`src/rtl/e203_exu_fpu_fmis_mv_pipe_pkg.sv`:
```
// Shared definitions for the FPU miscellaneous-move unit: op encodings,
// canonical NaN, FCLASS bit positions and the NaN-box helpers.
package e203_fpu_fmis_pkg;

  typedef enum logic [2:0] {
    FMIS_OP_FMV_X_W = 3'd0,
    FMIS_OP_FMV_W_X = 3'd1,
    FMIS_OP_FSGNJ   = 3'd2,
    FMIS_OP_FSGNJN  = 3'd3,
    FMIS_OP_FSGNJX  = 3'd4,
    FMIS_OP_FCLASS  = 3'd5
  } fmis_op_e;

  localparam logic [31:0] FMIS_CANON_NAN = 32'h7FC0_0000;

  // FCLASS result bit positions (RISC-V order)
  localparam int unsigned FMIS_CLS_NEG_INF  = 0;
  localparam int unsigned FMIS_CLS_NEG_NORM = 1;
  localparam int unsigned FMIS_CLS_NEG_SUB  = 2;
  localparam int unsigned FMIS_CLS_NEG_ZERO = 3;
  localparam int unsigned FMIS_CLS_POS_ZERO = 4;
  localparam int unsigned FMIS_CLS_POS_SUB  = 5;
  localparam int unsigned FMIS_CLS_POS_NORM = 6;
  localparam int unsigned FMIS_CLS_POS_INF  = 7;
  localparam int unsigned FMIS_CLS_SNAN     = 8;
  localparam int unsigned FMIS_CLS_QNAN     = 9;

  // Single-precision view of an FP register: a badly boxed value reads as canonical NaN.
  function automatic logic [31:0] fmis_unbox(input logic upper_ones, input logic [31:0] lo);
    if (upper_ones) begin
      return lo;
    end else begin
      return FMIS_CANON_NAN;
    end
  endfunction

  // NaN-box a single-precision value into a 64-bit register image.
  function automatic logic [63:0] fmis_nanbox64(input logic [31:0] v);
    return {32'hFFFF_FFFF, v};
  endfunction

  // One-hot classification of a single-precision value.
  function automatic logic [9:0] fmis_fclass(input logic [31:0] v);
    logic       sgn;
    logic [7:0] expo;
    logic [22:0] frac;
    logic [9:0] mask;
    sgn  = v[31];
    expo = v[30:23];
    frac = v[22:0];
    mask = 10'd0;
    if (expo == 8'hFF) begin
      if (frac == 23'd0) begin
        mask[sgn ? FMIS_CLS_NEG_INF : FMIS_CLS_POS_INF] = 1'b1;
      end else if (frac[22]) begin
        mask[FMIS_CLS_QNAN] = 1'b1;
      end else begin
        mask[FMIS_CLS_SNAN] = 1'b1;
      end
    end else if (expo == 8'h00) begin
      if (frac == 23'd0) begin
        mask[sgn ? FMIS_CLS_NEG_ZERO : FMIS_CLS_POS_ZERO] = 1'b1;
      end else begin
        mask[sgn ? FMIS_CLS_NEG_SUB : FMIS_CLS_POS_SUB] = 1'b1;
      end
    end else begin
      mask[sgn ? FMIS_CLS_NEG_NORM : FMIS_CLS_POS_NORM] = 1'b1;
    end
    return mask;
  endfunction

endpackage

```
`src/rtl/e203_exu_fpu_fmis_obuf.sv`:
```
// Registered output FIFO with synchronous flush. Input ready never depends
// on the read side in the same cycle, so a full buffer takes a bubble.
module e203_exu_fpu_fmis_obuf #(
  parameter int unsigned WIDTH = 8,
  parameter int unsigned DEPTH = 2
) (
  input  logic             clk,
  input  logic             rst_n,
  input  logic             i_flush,
  input  logic             i_valid,
  output logic             o_ready,
  input  logic [WIDTH-1:0] i_wdata,
  output logic             o_valid,
  input  logic             i_rd_ready,
  output logic [WIDTH-1:0] o_rdata
);

  localparam int unsigned PTR_W = (DEPTH > 1) ? $clog2(DEPTH) : 1;
  localparam int unsigned CNT_W = $clog2(DEPTH + 1);
  localparam logic [PTR_W-1:0] PTR_LAST = PTR_W'(DEPTH - 1);
  localparam logic [CNT_W-1:0] CNT_FULL = CNT_W'(DEPTH);

  logic [WIDTH-1:0] r_mem [DEPTH];
  logic [PTR_W-1:0] r_wptr;
  logic [PTR_W-1:0] r_rptr;
  logic [CNT_W-1:0] r_cnt;
  logic             w_push;
  logic             w_pop;

  function automatic logic [PTR_W-1:0] ptr_inc(input logic [PTR_W-1:0] p);
    if (p == PTR_LAST) begin
      return '0;
    end else begin
      return p + PTR_W'(1);
    end
  endfunction

  assign o_ready = (r_cnt != CNT_FULL) & ~i_flush;
  assign o_valid = (r_cnt != '0);
  assign o_rdata = r_mem[r_rptr];
  assign w_push  = i_valid & o_ready;
  assign w_pop   = o_valid & i_rd_ready;

  // Pointer and occupancy bookkeeping; flush empties the buffer next cycle.
  always_ff @(posedge clk or negedge rst_n) begin
    if (!rst_n) begin
      r_wptr <= '0;
      r_rptr <= '0;
      r_cnt  <= '0;
    end else if (i_flush) begin
      r_wptr <= '0;
      r_rptr <= '0;
      r_cnt  <= '0;
    end else begin
      if (w_push) begin
        r_wptr <= ptr_inc(r_wptr);
      end
      if (w_pop) begin
        r_rptr <= ptr_inc(r_rptr);
      end
      case ({w_push, w_pop})
        2'b10:   r_cnt <= r_cnt + CNT_W'(1);
        2'b01:   r_cnt <= r_cnt - CNT_W'(1);
        default: r_cnt <= r_cnt;
      endcase
    end
  end

  // Entry storage; cleared on reset so an empty buffer presents zeros.
  always_ff @(posedge clk or negedge rst_n) begin
    if (!rst_n) begin
      for (int i = 0; i < int'(DEPTH); i++) begin
        r_mem[i] <= '0;
      end
    end else if (w_push) begin
      r_mem[r_wptr] <= i_wdata;
    end
  end

endmodule

```
`src/rtl/e203_exu_fpu_fmis_mv_pipe.sv`:
```
// FPU miscellaneous moves (FMV.X.W, FMV.W.X, FSGNJ*, optional FCLASS) with a
// registered output buffer. FCLASS is built only when E203_FPU_FCLASS_EN is
// defined; otherwise op 5 reports as illegal.
module e203_exu_fpu_fmis_mv_pipe
  import e203_fpu_fmis_pkg::*;
#(
  parameter int unsigned FLEN       = 32,
  parameter int unsigned XLEN       = 32,
  parameter int unsigned ITAG_W     = 3,
  parameter int unsigned OBUF_DEPTH = 2
) (
  input  logic              clk,
  input  logic              rst_n,
  input  logic              fmis_flush,
  input  logic              fmis_mv_i_valid,
  output logic              fmis_mv_i_ready,
  input  logic [2:0]        fmis_i_op,
  input  logic [FLEN-1:0]   fmis_i_rs1,
  input  logic [FLEN-1:0]   fmis_i_rs2,
  input  logic [ITAG_W-1:0] fmis_i_itag,
  output logic              fmis_mv_o_valid,
  input  logic              fmis_mv_o_ready,
  output logic [FLEN-1:0]   fmis_mv_o_wbck_wdat,
  output logic              fmis_mv_o_wbck_int,
  output logic [ITAG_W-1:0] fmis_mv_o_itag,
  output logic              fmis_mv_o_err
);

  localparam int unsigned ENT_W = FLEN + ITAG_W + 2;

  logic              w_rs1_boxed;
  logic              w_rs2_boxed;
  logic [31:0]       w_a;
  logic [31:0]       w_b;
  logic [FLEN-1:0]   w_wdat;
  logic              w_int;
  logic              w_err;
  logic [ENT_W-1:0]  w_ent_in;
  logic [ENT_W-1:0]  w_ent_out;

  // Upper half all ones means a properly boxed single; always true at FLEN=32.
  assign w_rs1_boxed = &(fmis_i_rs1 | FLEN'(32'hFFFF_FFFF));
  assign w_rs2_boxed = &(fmis_i_rs2 | FLEN'(32'hFFFF_FFFF));
  assign w_a = fmis_unbox(w_rs1_boxed, fmis_i_rs1[31:0]);
  assign w_b = fmis_unbox(w_rs2_boxed, fmis_i_rs2[31:0]);

  // Result datapath: select per op, NaN-box FP results, flag illegal ops.
  always_comb begin
    w_wdat = '0;
    w_int  = 1'b0;
    w_err  = 1'b0;
    case (fmis_i_op)
      FMIS_OP_FMV_X_W: begin
        w_wdat = FLEN'(fmis_i_rs1[31:0]);
        w_int  = 1'b1;
      end
      FMIS_OP_FMV_W_X: w_wdat = FLEN'(fmis_nanbox64(fmis_i_rs1[31:0]));
      FMIS_OP_FSGNJ:   w_wdat = FLEN'(fmis_nanbox64({w_b[31], w_a[30:0]}));
      FMIS_OP_FSGNJN:  w_wdat = FLEN'(fmis_nanbox64({~w_b[31], w_a[30:0]}));
      FMIS_OP_FSGNJX:  w_wdat = FLEN'(fmis_nanbox64({w_a[31] ^ w_b[31], w_a[30:0]}));
`ifdef E203_FPU_FCLASS_EN
      FMIS_OP_FCLASS: begin
        w_wdat = FLEN'(fmis_fclass(w_a));
        w_int  = 1'b1;
      end
`endif
      default: begin
        w_wdat = '0;
        w_int  = 1'b0;
        w_err  = 1'b1;
      end
    endcase
  end

  assign w_ent_in = {w_wdat, w_int, fmis_i_itag, w_err};

  e203_exu_fpu_fmis_obuf #(
    .WIDTH (ENT_W),
    .DEPTH (OBUF_DEPTH)
  ) u_obuf (
    .clk        (clk),
    .rst_n      (rst_n),
    .i_flush    (fmis_flush),
    .i_valid    (fmis_mv_i_valid),
    .o_ready    (fmis_mv_i_ready),
    .i_wdata    (w_ent_in),
    .o_valid    (fmis_mv_o_valid),
    .i_rd_ready (fmis_mv_o_ready),
    .o_rdata    (w_ent_out)
  );

  assign {fmis_mv_o_wbck_wdat, fmis_mv_o_wbck_int, fmis_mv_o_itag, fmis_mv_o_err} = w_ent_out;

endmodule

```
`config.mk`:
```
export PLATFORM = sky130hd
export DESIGN_NAME = e203_exu_fpu_fmis_mv_pipe
export DESIGN_NICKNAME = d
export VERILOG_FILES = /design/src/rtl/e203_exu_fpu_fmis_mv_pipe_pkg.sv /design/src/rtl/e203_exu_fpu_fmis_obuf.sv /design/src/rtl/e203_exu_fpu_fmis_mv_pipe.sv
export SDC_FILE = /design/constraint.sdc
export NUM_CORES = 1
export LEC_CHECK = 0
export BUFFER_PORTS_ARGS = -buffer_cell sky130_fd_sc_hd__buf_2
export CAP_MARGIN = 30
export CORE_MARGIN = 2
export CORE_UTILIZATION = 45
export CTS_CLUSTER_DIAMETER = 100
export DETAILED_ROUTE_END_ITERATION = 12
export GPL_ROUTABILITY_DRIVEN = 1
export PLACE_DENSITY = 0.71
export REMOVE_ABC_BUFFERS = 1
export SLEW_MARGIN = 20
export SYNTH_ARGS = -nofsm -noshare
export SYNTH_HDL_FRONTEND = slang
export SYNTH_SLANG_ARGS = --single-unit
```
`constraint.sdc`:
```
create_clock -name clk -period 2 [get_ports clk]
set_clock_uncertainty 0.1 [all_clocks]
set_input_delay 0.4 -clock clk [delete_from_list [all_inputs] [get_ports clk]]
set_output_delay 0.4 -clock clk [all_outputs]
set_load 0.05 [all_outputs]
```
==> results.sh <==
export IMPL_worstHoldStart="fmis_i_itag[1]"
export IMPL_endpoint_kind="output pin"
export IMPL_diodes=0
export IMPL_fin_util_pct=59.1
export IMPL_post_route_period_util_pct=101
export IMPL_path_max_fanout=20
export IMPL_grtUsageTotal_pct=17.8
export IMPL_io_pins=114
export IMPL_grt_pass1_vias=2534
export IMPL_grt_overflow=0
export IMPL_synth_area_um2=3730
export IMPL_cts_max_path_buffers=2
export IMPL_worstHoldPathCells=2
export IMPL_min_to="u_obuf.r_mem[39]"
export IMPL_max_stage_delay_ps=440
export IMPL_r2r_slack_ps=310
export IMPL_p_per_area_nw_per_um2=1080
export IMPL_max_cap_violations=0
export IMPL_slew_viol_final=0
export IMPL_vias=2472
export IMPL_grt_max_degree=40
export IMPL_drtIter0Drc=83
export IMPL_start_util_pct=45.8
export IMPL_fmax_mhz=495
export IMPL_slowest_stage="dfrtp_2"
export IMPL_portBuffers=82
export IMPL_ys_ff_latch=78
export IMPL_synth_seq_area_share_pct=52.3
export IMPL_clk_latency_ps=330
export IMPL_pwr_share_seq_pct=40.4
export IMPL_die_h_um=95.0
export IMPL_p_leak_uw=0.00221
export IMPL_hp_class="in -> reg"
export IMPL_max_slew_margin_rel_pct=68.8
export IMPL_setup_worst_path_start_class="register"
export IMPL_tightest_slew_ps=468
export IMPL_period_needed_ps=2020
export IMPL_antenna_found_initial=0
export IMPL_violations="negative setup slack"
export IMPL_clkTransAtPathRegs_ps=80
export IMPL_finalSetupViolations=33
export IMPL_cts_sinks=78
export IMPL_rr_startpoint="u_obuf.r_cnt[1]"
export IMPL_num_rows=33
export IMPL_reg2reg_depth=4
export IMPL_r2r_end="u_obuf.r_mem[42]"
export IMPL_clockRootBuffer="clkbuf_8"
export IMPL_rsz0062_at_grt="true"
export IMPL_route_detailed_drc=0
export IMPL_hold_viol=0
export IMPL_syn_area_per_cell_um2=13.8
export IMPL_postSynthCellCount=271
export IMPL_routedWlPerCell_um=16.5
export IMPL_ir_worst_vdd_v=0.000602
export IMPL_area_delta_synth_final_pct=28.8
export IMPL_die_x_um=95.0
export IMPL_coreArea_um2=8130
export IMPL_cp_arrival_ps=1520
export IMPL_gp_congestion=0.730
export IMPL_cts_buffers_inserted=9
export IMPL_synth_cell_types=29
export IMPL_p_clk_share_pct=22.8
export IMPL_p_sw_uw=1790
export IMPL_cts_htree_levels=3
export IMPL_routed_wl_um=7810
export IMPL_p_comb_share_pct=36.8
export IMPL_die_area_um2=9030
export IMPL_switching_share_pct=34.6
export IMPL_postCtsSetupBuffers=0
export IMPL_dr_pass1_iters=4
export IMPL_fin_nets=438
export IMPL_p_int_uw=3390
export IMPL_crit_chain="buf_12, mux2_2, buf_6"
export IMPL_ant_nets=0
export IMPL_ys_warn_count=0
export IMPL_place_ws_ps=230
export IMPL_via_per_inst=5.23
export IMPL_fin_ws_ps=-21.4
export IMPL_tritoncts="done"
export IMPL_hpwl_um=4880
export IMPL_status="finished with violations"
export IMPL_drive_above_1_share_pct=59.2
export IMPL_required_ps=1500
export IMPL_grt_pass1_wl_um=12200
export IMPL_path_class="reg -> out"
state kept, by name, indices dropped and copies added (netlist names):
name           flops
u_obuf.r_cnt       2
u_obuf.r_mem      74
u_obuf.r_rptr      1
u_obuf.r_wptr      1
placed cells by master, fill, tap and decap left out, types with 2 or more instances in the layout:
master,instances
and2_1,31
inv_1,4
buf_6,36
mux2_4,2
clkbuf_8,10
a21oi_1,4
buf_12,6
mux2_2,100
mux2i_1,3
clkinvlp_4,2
o21ai_0,2
mux2_1,4
buf_4,6
buf_2,44
a31oi_1,4
a211o_1,2
dfrtp_1,77
nor3_4,2
nor2_1,3
nand3b_1,2
nand2b_1,2
or2_2,2
kinds of logic (layout without fill, tap and decap cells):
logic type	after synthesis	in the layout	synth area share (%)
mux	109	109	32.8
flops	78	78	52.3
simple gates	49	49	8.79
buf+inv	17	114	2.95
compound gates	16	16	2.62
xor+xnor	2	2	0.470
critical path, delay by kind of cell, from the launching register on:
family	cells	cell delay, ps
buf+inv	2	360
mux	1	370
flops	1	440
final cells by class:
| class | count | area (um2) |
|---|---|---|
| Inverter | 4 | 15.0 |
| Tap cell | 105 | 131 |
| Clock inverter | 5 | 58.8 |
| Fill cell | 670 | 3330 |
| Timing Repair Buffer | 94 | 826 |
| Clock buffer | 11 | 141 |
| Multi-Input combinational cell | 176 | 1680 |
| Sequential cell | 78 | 1950 |
power by group through the flow:
stage / registers (uW) / logic, uW / clock network (uW)
2_1_floorplan: 2080 / 1290 / 0
3_3_place_gp: 2100 / 1620 / 0
3_5_place_dp: 2120 / 1640 / 0
4_1_cts: 2090 / 1860 / 1220
5_1_grt: 2140 / 2010 / 1300
6_report: 2090 / 1910 / 1180
worst max-delay path by stage:
stage	from	end	slack (ps)
global route	u_obuf.r_rptr	fmis_mv_o_wbck_wdat[1]	-70
CTS	u_obuf.r_rptr	fmis_mv_o_wbck_wdat[4]	-80
finish	u_obuf.r_rptr	fmis_mv_o_itag[0]	-20
global placement	fmis_flush	u_obuf.r_mem[45]	250
detailed placement	fmis_flush	u_obuf.r_mem[28]	230
floorplan	u_obuf.r_rptr	fmis_mv_o_err	-570
synthesized netlist by cell type:
| master | number | area [um2] |
|---|---|---|
| mux2_2 | 102 | 1150 |
| dfrtp_1 | 78 | 1950 |
| and2_1 | 31 | 194 |
| buf_6 | 6 | 67.6 |
| clkbuf_1 | 6 | 22.5 |
| a21oi_1 | 4 | 20.0 |
| a31oi_1 | 4 | 25.0 |
| inv_1 | 4 | 15.0 |
| mux2_1 | 4 | 45.0 |
| o21ai_0 | 4 | 20.0 |
| mux2i_1 | 3 | 30.0 |
| nor2_1 | 3 | 11.3 |
| a211o_1 | 2 | 17.5 |
| nand2b_1 | 2 | 12.5 |
| nand3b_1 | 2 | 15.0 |
| nor3_4 | 2 | 32.5 |
| or2_2 | 2 | 12.5 |
| a21o_1 | 1 | 7.51 |
| buf_2 | 1 | 5.00 |
| nand2_1 | 1 | 3.75 |
| nand2b_2 | 1 | 8.76 |
| nand3_1 | 1 | 5.00 |
| nor2b_1 | 1 | 6.26 |
| nor2b_4 | 1 | 13.8 |
| nor3_1 | 1 | 5.00 |
| nor3b_1 | 1 | 7.51 |
| o211ai_1 | 1 | 7.51 |
| xnor2_1 | 1 | 8.76 |
| xor2_1 | 1 | 8.76 |
timing repair:
| action | 4_1_cts | 5_1_grt |
|---|---|---|
| cloned | 0 | 1 |
| gates resized for setup | 61 | 15 |
| hold buffers | 1 | 0 |
| setup endpoints to repair | 37 | 37 |
| hold endpoints to repair | 32 | 0 |
metrics by stage:
stage / instance area, um2 / cells / setup TNS, ps / total power, uW / hold slack (ps)
6_report: 4800 / 473 / -424 / 5180 / 199
5_1_grt: 4800 / 473 / -2030 / 5450 / 176
4_1_cts: 4730 / 472 / -1680 / 5160 / 177
3_5_place_dp: 4330 / 455 / 0 / 3760 / 289
3_3_place_gp: 4330 / 455 / 0 / 3710 / 286
2_1_floorplan: 3630 / 258 / -16190 / 3380 / 4.41
metal layers:
metal | GRT usage (%) | routed length, um
met2 | 29.4 | 3940
met1 | 22.3 | 3380
met3 | 4.98 | 413
met4 | 6.52 | 75
met5 | 0 | 0
(Power assumes the default switching activity.)
